## src/rtl/alu_arbiter.sv

```systemverilog
// Round-robin arbiter/sequencer in front of the shared integer ALU: two valid/ready
// requesters, operands registered for one execute cycle, result held until consumed.
module alu_arbiter #(
    parameter int D_WIDTH = 32
) (
    input  logic                   clk,
    input  logic                   rst_n,
    input  logic [1:0]             req_valid,
    output logic [1:0]             req_ready,
    input  logic [2*D_WIDTH-1:0]   req_op1,
    input  logic [2*D_WIDTH-1:0]   req_op2,
    input  logic [7:0]             req_aluctrl,
    input  logic [5:0]             req_funct3,
    output logic [1:0]             rsp_valid,
    input  logic [1:0]             rsp_ready,
    output logic [D_WIDTH-1:0]     rsp_aluout,
    output logic                   rsp_eq,
    output logic [D_WIDTH-1:0]     alu_aluop1,
    output logic [D_WIDTH-1:0]     alu_aluop2,
    output logic [3:0]             alu_aluctrl,
    output logic [2:0]             alu_funct3,
    input  logic [D_WIDTH-1:0]     alu_aluout,
    input  logic                   alu_eq
);

    typedef enum logic [1:0] {IDLE, EXEC, RESP} state_t;

    state_t               state;
    logic                 pri;
    logic                 owner;
    logic                 gnt;
    logic [D_WIDTH-1:0]   op1_sel;
    logic [D_WIDTH-1:0]   op2_sel;
    logic [3:0]           ctrl_sel;
    logic [2:0]           f3_sel;

    // Contention goes to pri; otherwise the lone valid requester wins with no bubble.
    always_comb begin
        gnt      = (&req_valid) ? pri : req_valid[1];
        op1_sel  = gnt ? req_op1[2*D_WIDTH-1:D_WIDTH] : req_op1[D_WIDTH-1:0];
        op2_sel  = gnt ? req_op2[2*D_WIDTH-1:D_WIDTH] : req_op2[D_WIDTH-1:0];
        ctrl_sel = gnt ? req_aluctrl[7:4] : req_aluctrl[3:0];
        f3_sel   = gnt ? req_funct3[5:3]  : req_funct3[2:0];
    end

    always_comb begin
        req_ready = 2'b00;
        if (state == IDLE && |req_valid)
            req_ready = gnt ? 2'b10 : 2'b01;
    end

    always_comb begin
        rsp_valid = 2'b00;
        if (state == RESP)
            rsp_valid = owner ? 2'b10 : 2'b01;
    end

    always_ff @(posedge clk or negedge rst_n) begin
        if (!rst_n) begin
            state       <= IDLE;
            pri         <= 1'b0;
            owner       <= 1'b0;
            rsp_aluout  <= '0;
            rsp_eq      <= 1'b0;
            alu_aluop1  <= '0;
            alu_aluop2  <= '0;
            alu_aluctrl <= '0;
            alu_funct3  <= '0;
        end else begin
            case (state)
                IDLE: begin
                    if (|(req_valid & req_ready)) begin
                        alu_aluop1  <= op1_sel;
                        alu_aluop2  <= op2_sel;
                        alu_aluctrl <= ctrl_sel;
                        alu_funct3  <= f3_sel;
                        owner       <= gnt;
                        pri         <= ~gnt;
                        state       <= EXEC;
                    end
                end
                EXEC: begin
                    rsp_aluout <= alu_aluout;
                    rsp_eq     <= alu_eq;
                    state      <= RESP;
                end
                RESP: begin
                    // Only the owner's consume bit ends the response.
                    if (rsp_ready[owner])
                        state <= IDLE;
                end
                default: state <= IDLE;
            endcase
        end
    end

endmodule

```

## config.mk

```make
export PLATFORM = sky130hd
export DESIGN_NAME = alu_arbiter
export DESIGN_NICKNAME = d
export VERILOG_FILES = /design/src/rtl/alu_arbiter.sv
export SDC_FILE = /design/constraint.sdc
export NUM_CORES = 1
export LEC_CHECK = 0
export ABC_AREA = 1
export BUFFER_PORTS_ARGS = -buffer_cell sky130_fd_sc_hd__buf_2
export CELL_PAD_IN_SITES_DETAIL_PLACEMENT = 0
export CELL_PAD_IN_SITES_GLOBAL_PLACEMENT = 1
export CORE_UTILIZATION = 33
export CTS_CLUSTER_SIZE = 16
export DETAILED_ROUTE_END_ITERATION = 7
export PLACE_DENSITY_LB_ADDON = 0.25
export SYNTH_ARGS = -nofsm -noshare
export SYNTH_HDL_FRONTEND = slang
export SYNTH_SLANG_ARGS = --single-unit
```

## constraint.sdc

```tcl
create_clock -name clk -period 1.6 [get_ports clk]
set_clock_uncertainty 0.15 [all_clocks]
set_input_delay 0.08 -clock clk [delete_from_list [all_inputs] [get_ports clk]]
set_output_delay 0.08 -clock clk [all_outputs]
set_load 0.01 [all_outputs]
```

======== After elaboration in Yosys (flattened, before gate mapping) ========
Cells that the tools add are included.
storage, ports and cells
  memories ................................ 0
  bits in latches ......................... 0
  bits of input ports ..................... 181
  RAM bits ................................ 0
  register bits after elaboration ......... 108
  bits in read-only memories .............. 0
cells by class
  reductions and logical operators ........ 7
  muxes and demuxes ....................... 14
  multipliers ............................. 0
  equal/unequal tests ..................... 4
  add/subtract/negate cells ............... 0
  order comparisons ....................... 1
  bitwise logic cells ..................... 2
  shift-type cells ........................ 0
  divide/modulo/power cells ............... 0
operator list
  operator              count
  $mux W32              2
  $mux W2               6
  $pmux W2 S3           1
  $reduce_and A2 Y1     3
  $mux W4               1
  $ne A2 B1 Y1 const B  2
  $reduce_or A2 Y1      2
  $mux W1               3
  $mux W3               1
  $and A2 B2 Y2         1
  $eq A2 B1 Y1 const B  1
  $eq A2 B2 Y1 const B  1
  $logic_not A2 Y1      1
  $lt A1 B2 Y1 const B  1
  $logic_and A1 B1 Y1   1
  $not A1 Y1            1

======== Logic depth before layout (Yosys ltp) ========
  depth in word-level cells ............... 8
  mapped depth ............................ 8
  mapped depth without buffers ............ 5

======== Least setup slack after synthesis ========
No wires, ideal clock.
  path type ............................... reg2reg
  from .................................... register state[1]
  to ...................................... register alu_aluctrl[0]
  required time ........................... 1.383 ns
  setup time .............................. 0.067 ns
  buffers on the path ..................... 2
  setup slack ............................. 0.236 ns
  cell stages (with the launch flop) ...... 8
  arrival time ............................ 1.147 ns
  cell sequence ........................... dfrtp_1 inv_2 nand2_4 nor2_4 buf_8 buf_12 nand3_2 nand3_2
on the way
  longest elaborated chain between the ends .. 6
RTL lines
  what                           RTL line  text
  start: declaration             28        state_t state;
  start signal: assignment       60        state <= IDLE;
  start signal: assignment       79        state <= EXEC;
  start signal: assignment       85        state <= RESP;
  $logic_not A2 Y1 *             48, 70
  $logic_and A1 B1 Y1            48        if (state == IDLE && |req_valid)
  $mux W2                        48
  $and A2 B2 Y2                  72        if (|(req_valid & req_ready)) begin
  $reduce_or A2 Y1               72
  $reduce_and A2 Y1 (no line) *  -
  end signal: assignment         75        alu_aluctrl <= ctrl_sel;
  end: declaration               20        output logic [3:0] alu_aluctrl,
Mark *: on every way between the ends. The rest lies on a longest branch, timed or not.
A chain may end at the register's enable or synchronous reset.

======== Final worst setup path ========
  from .................................... register state[0]
  to ...................................... output port rsp_valid[1]
on the way
  longest elaborated chain between the ends .. 2
RTL lines
  what              RTL line  text
  $eq A2 B2 Y1      54        if (state == RESP)
  $mux W2           54
  end: declaration  14        output logic [1:0] rsp_valid,
No other way between the ends.

==> summary.md <==
| Metric | Value |
|---|---|
| Status | `complete, no violations` |
| P&R area growth vs syn | `69.2%` |
| Crit Path Class | `reg -> out` |
| Largest net degree at the start of global routing | `72` |
| M1 GR Usage | `26.7%` |
| #FFs+latches synth | `108` |
| Total grt overflow | `0` |
| Max Clk Rate | `0.652 GHz` |
| # diodes | `0` |
| Slew @ Worst Pin | `0.585 ns` |
| Final Hold Vio Count | `0` |
| Multi-input logic area | `2590 µm²` |
| Clock buffer count from CTS | `9` |
| Die Ht | `133 µm` |
| Layout cells sized above 1 | `45.1%` |
| Via count of the first global-routing pass | `6,586` |
| Final cell count without fillers | `1,246` |
| Wire per inst | `16.7 µm` |
| GR peak layer | `met2` |
| Pint | `9.05 mW` |
| YS warnings | `0` |
| Flop pwr share | `30.9%` |
| Comb pwr share | `53.8%` |
| Sequential Area | `2710 µm²` |
| Avg Cell Area, Syn | `9.90 µm²` |
| CP Capture Type | `output port` |
| Sequential share of the synthesized area | `47.7%` |
| Synth Cell Area | `5660 µm²` |
| Post-Route WL | `20,800 µm` |
| CP Max Fanout | `4` |
| Routed Antenna Nets | `0` |
| CTS tree | `built` |
| Mapped Cells | `572` |
| Worst-path clk slew | `0.07 ns` |
| Clk network pwr share | `15.2%` |
| Worst Setup Start Kind | `register` |
| DRC Markers | `0` |
| Worst-Skew Late Latency | `0.35 ns` |
| Worst Reg-to-Reg Cells | `6` |
| CTS Buffer Depth | `2` |
| Root Buffer | `clkbuf_16` |
| Total power | `15.7 mW` |
| P_sw | `6.68 mW` |
| Pwr Density | `1640 nW/µm²` |
| Total track usage | `23.4%` |
| Die W | `133 µm` |
| Sw Share | `42.5%` |
| Unrepaired setup endpoints after global routing | `false` |
| Initial Utilization | `34.0%` |
| DR vias/cell | `5.04` |
| Arr. time, crit path | `1.30 ns` |
| Syn Nets | `753` |
| DR iter-0 viols | `268` |
| Net total in the final layout | `1,203` |
| First-pass GRT wire length | `32,800 µm` |
| Fin crit share | `95.9%` |
| Core Rows | `47` |
| Yosys cell types | `22` |
| Worst slew margin | `61.0%` |
| Slew Limit Fails | `0` |
| R2R Setup Slk | `0.08 ns` |
| CTS HTree Levels | `3` |
| Post-layout instance area | `9580 µm²` |
| Port bufs | `288` |
| Placed insts | `1,044` |
| Drt first pass iters | `5` |
| Core area | `16,600 µm²` |
| Hold path depth | `4` |
| Max VDD drop | `1000 µV` |
| Fillers | `1,443` |
| Leak | `4.88 nW` |
| DR vias | `6,279` |
| Met3 GRT Util | `4.94%` |
| Clock sink count | `108` |
| Final Setup Violations | `0` |
| Dpl cell area | `7330 µm²` |
| Final Critical Period | `1.53 ns` |
| Num ports | `289` |
| Hold Crit Class | `in -> reg` |
| Max_cap viols | `0` |
| Critical Path RT | `1.37 ns` |
| M2 GR Usage | `42.0%` |
| Detailed Place HPWL | `12,800 µm` |
| Initial antenna violation count | `0` |
| Gpl congestion | `0.803` |
| Die Area | `17,700 µm²` |
synthesized netlist by cell type (all sizes together):
library cell | count | area share [%]
nand3 | 176 | 26
nand2 | 146 | 9.9
dfrtp | 108 | 48
nand4 | 71 | 7.8
buf | 32 | 5.1
clkbuf | 23 | 1.5
nor2 | 7 | 0.88
inv | 6 | 0.40
o21ai | 3 | 0.46
stage by stage:
step	setup slack (ns)	hold slack, ns	utilization (%)	TNS, ns
floorplan	0.236	-0.366	-	0
global placement	-0.0206	-0.103	44.0	-0.623
detailed placement	-0.0627	-0.101	44.0	-2.71
CTS	0.0170	0.00442	57.3	0
global route	0.00782	0.00153	57.6	0
finish	0.0653	0.000676	57.6	0
state kept, by name (all words and copies together), names as in the netlist, 2 cells and up:
| signal | count |
|---|---|
| alu_aluop1 | 32 |
| alu_aluop2 | 32 |
| rsp_aluout | 32 |
| alu_aluctrl | 4 |
| alu_funct3 | 3 |
| state | 2 |
path summary, 6_finish.rpt:
path | startpoint | endpoint
worst min-delay path | req_valid[1] | pri
worst max-delay path | state[0] | rsp_valid[1]
worst min register to register | rsp_aluout[30] | rsp_aluout[30]
min in group asynchronous | rst_n | rsp_aluout[8]
max in group asynchronous | rst_n | state[0]
worst max register to register | state[0] | rsp_aluout[22]
worst max-delay path, stage by stage (launching register included):
cell	delay, ns
dfrtp_2	0.45
buf_12	0.14
nor2_4	0.10
inv_2	0.04
nor2_2	0.09
buf_2	0.14
layout by cell type, fill, tap and decap left out, types with 2 or more instances in the layout:
master	n
dfrtp_2	2
buf_12	15
inv_1	3
dlygate4sd3_1	178
nor2_4	2
nand4_1	71
inv_2	2
nand2_2	2
nand3_1	56
dfrtp_1	106
clkbuf_16	10
bufinv_16	2
nor2_1	3
nand2_1	142
clkbuf_1	2
clkinvlp_4	2
buf_4	12
buf_2	286
nand3_2	120
power by group through the flow:
| stage | sequential, mW | clock (mW) | combinational, mW |
|---|---|---|---|
| after floorplan | 5.45 | 0 | 4.34 |
| after global placement | 4.86 | 0 | 7.56 |
| after detailed placement | 4.89 | 0 | 7.73 |
| after CTS | 4.86 | 2.47 | 8.38 |
| after global routing | 5.03 | 2.56 | 9.23 |
| final | 4.87 | 2.39 | 8.47 |
cell type report:
type / count / area share [%]
Tap cell: 220 / 2.87
Timing Repair Buffer: 494 / 38.4
Clock buffer: 11 / 2.43
Inverter: 6 / 0.261
Multi-Input combinational cell: 403 / 27.0
Clock inverter: 4 / 0.784
Sequential cell: 108 / 28.2
metal layers:
metal  part of all wire [%]  vias up
met5                      0        -
met1                     39     3030
li1                       -     2899
met2                     51      308
met4                    2.7        0
met3                    7.5       42
repair_timing:
item                       CTS  global route
setup buffers                7             0
hold endpoints to repair   213             0
pin swaps                    2             2
setup endpoints to repair  107            52
hold buffers               178             0
gates cloned                 1             1
gates resized for setup     10             7
cells by family after synthesis:
| group | count (synthesis) | share of synthesized area (%) |
|---|---|---|
| AO/OA/AOI/OAI | 3 | 0.464 |
| AND/OR/NAND/NOR | 400 | 44.8 |
| flip-flops | 108 | 47.7 |
| buffers and inverters | 61 | 7.01 |
No activity file was read; power rests on OpenSTA's default activity.
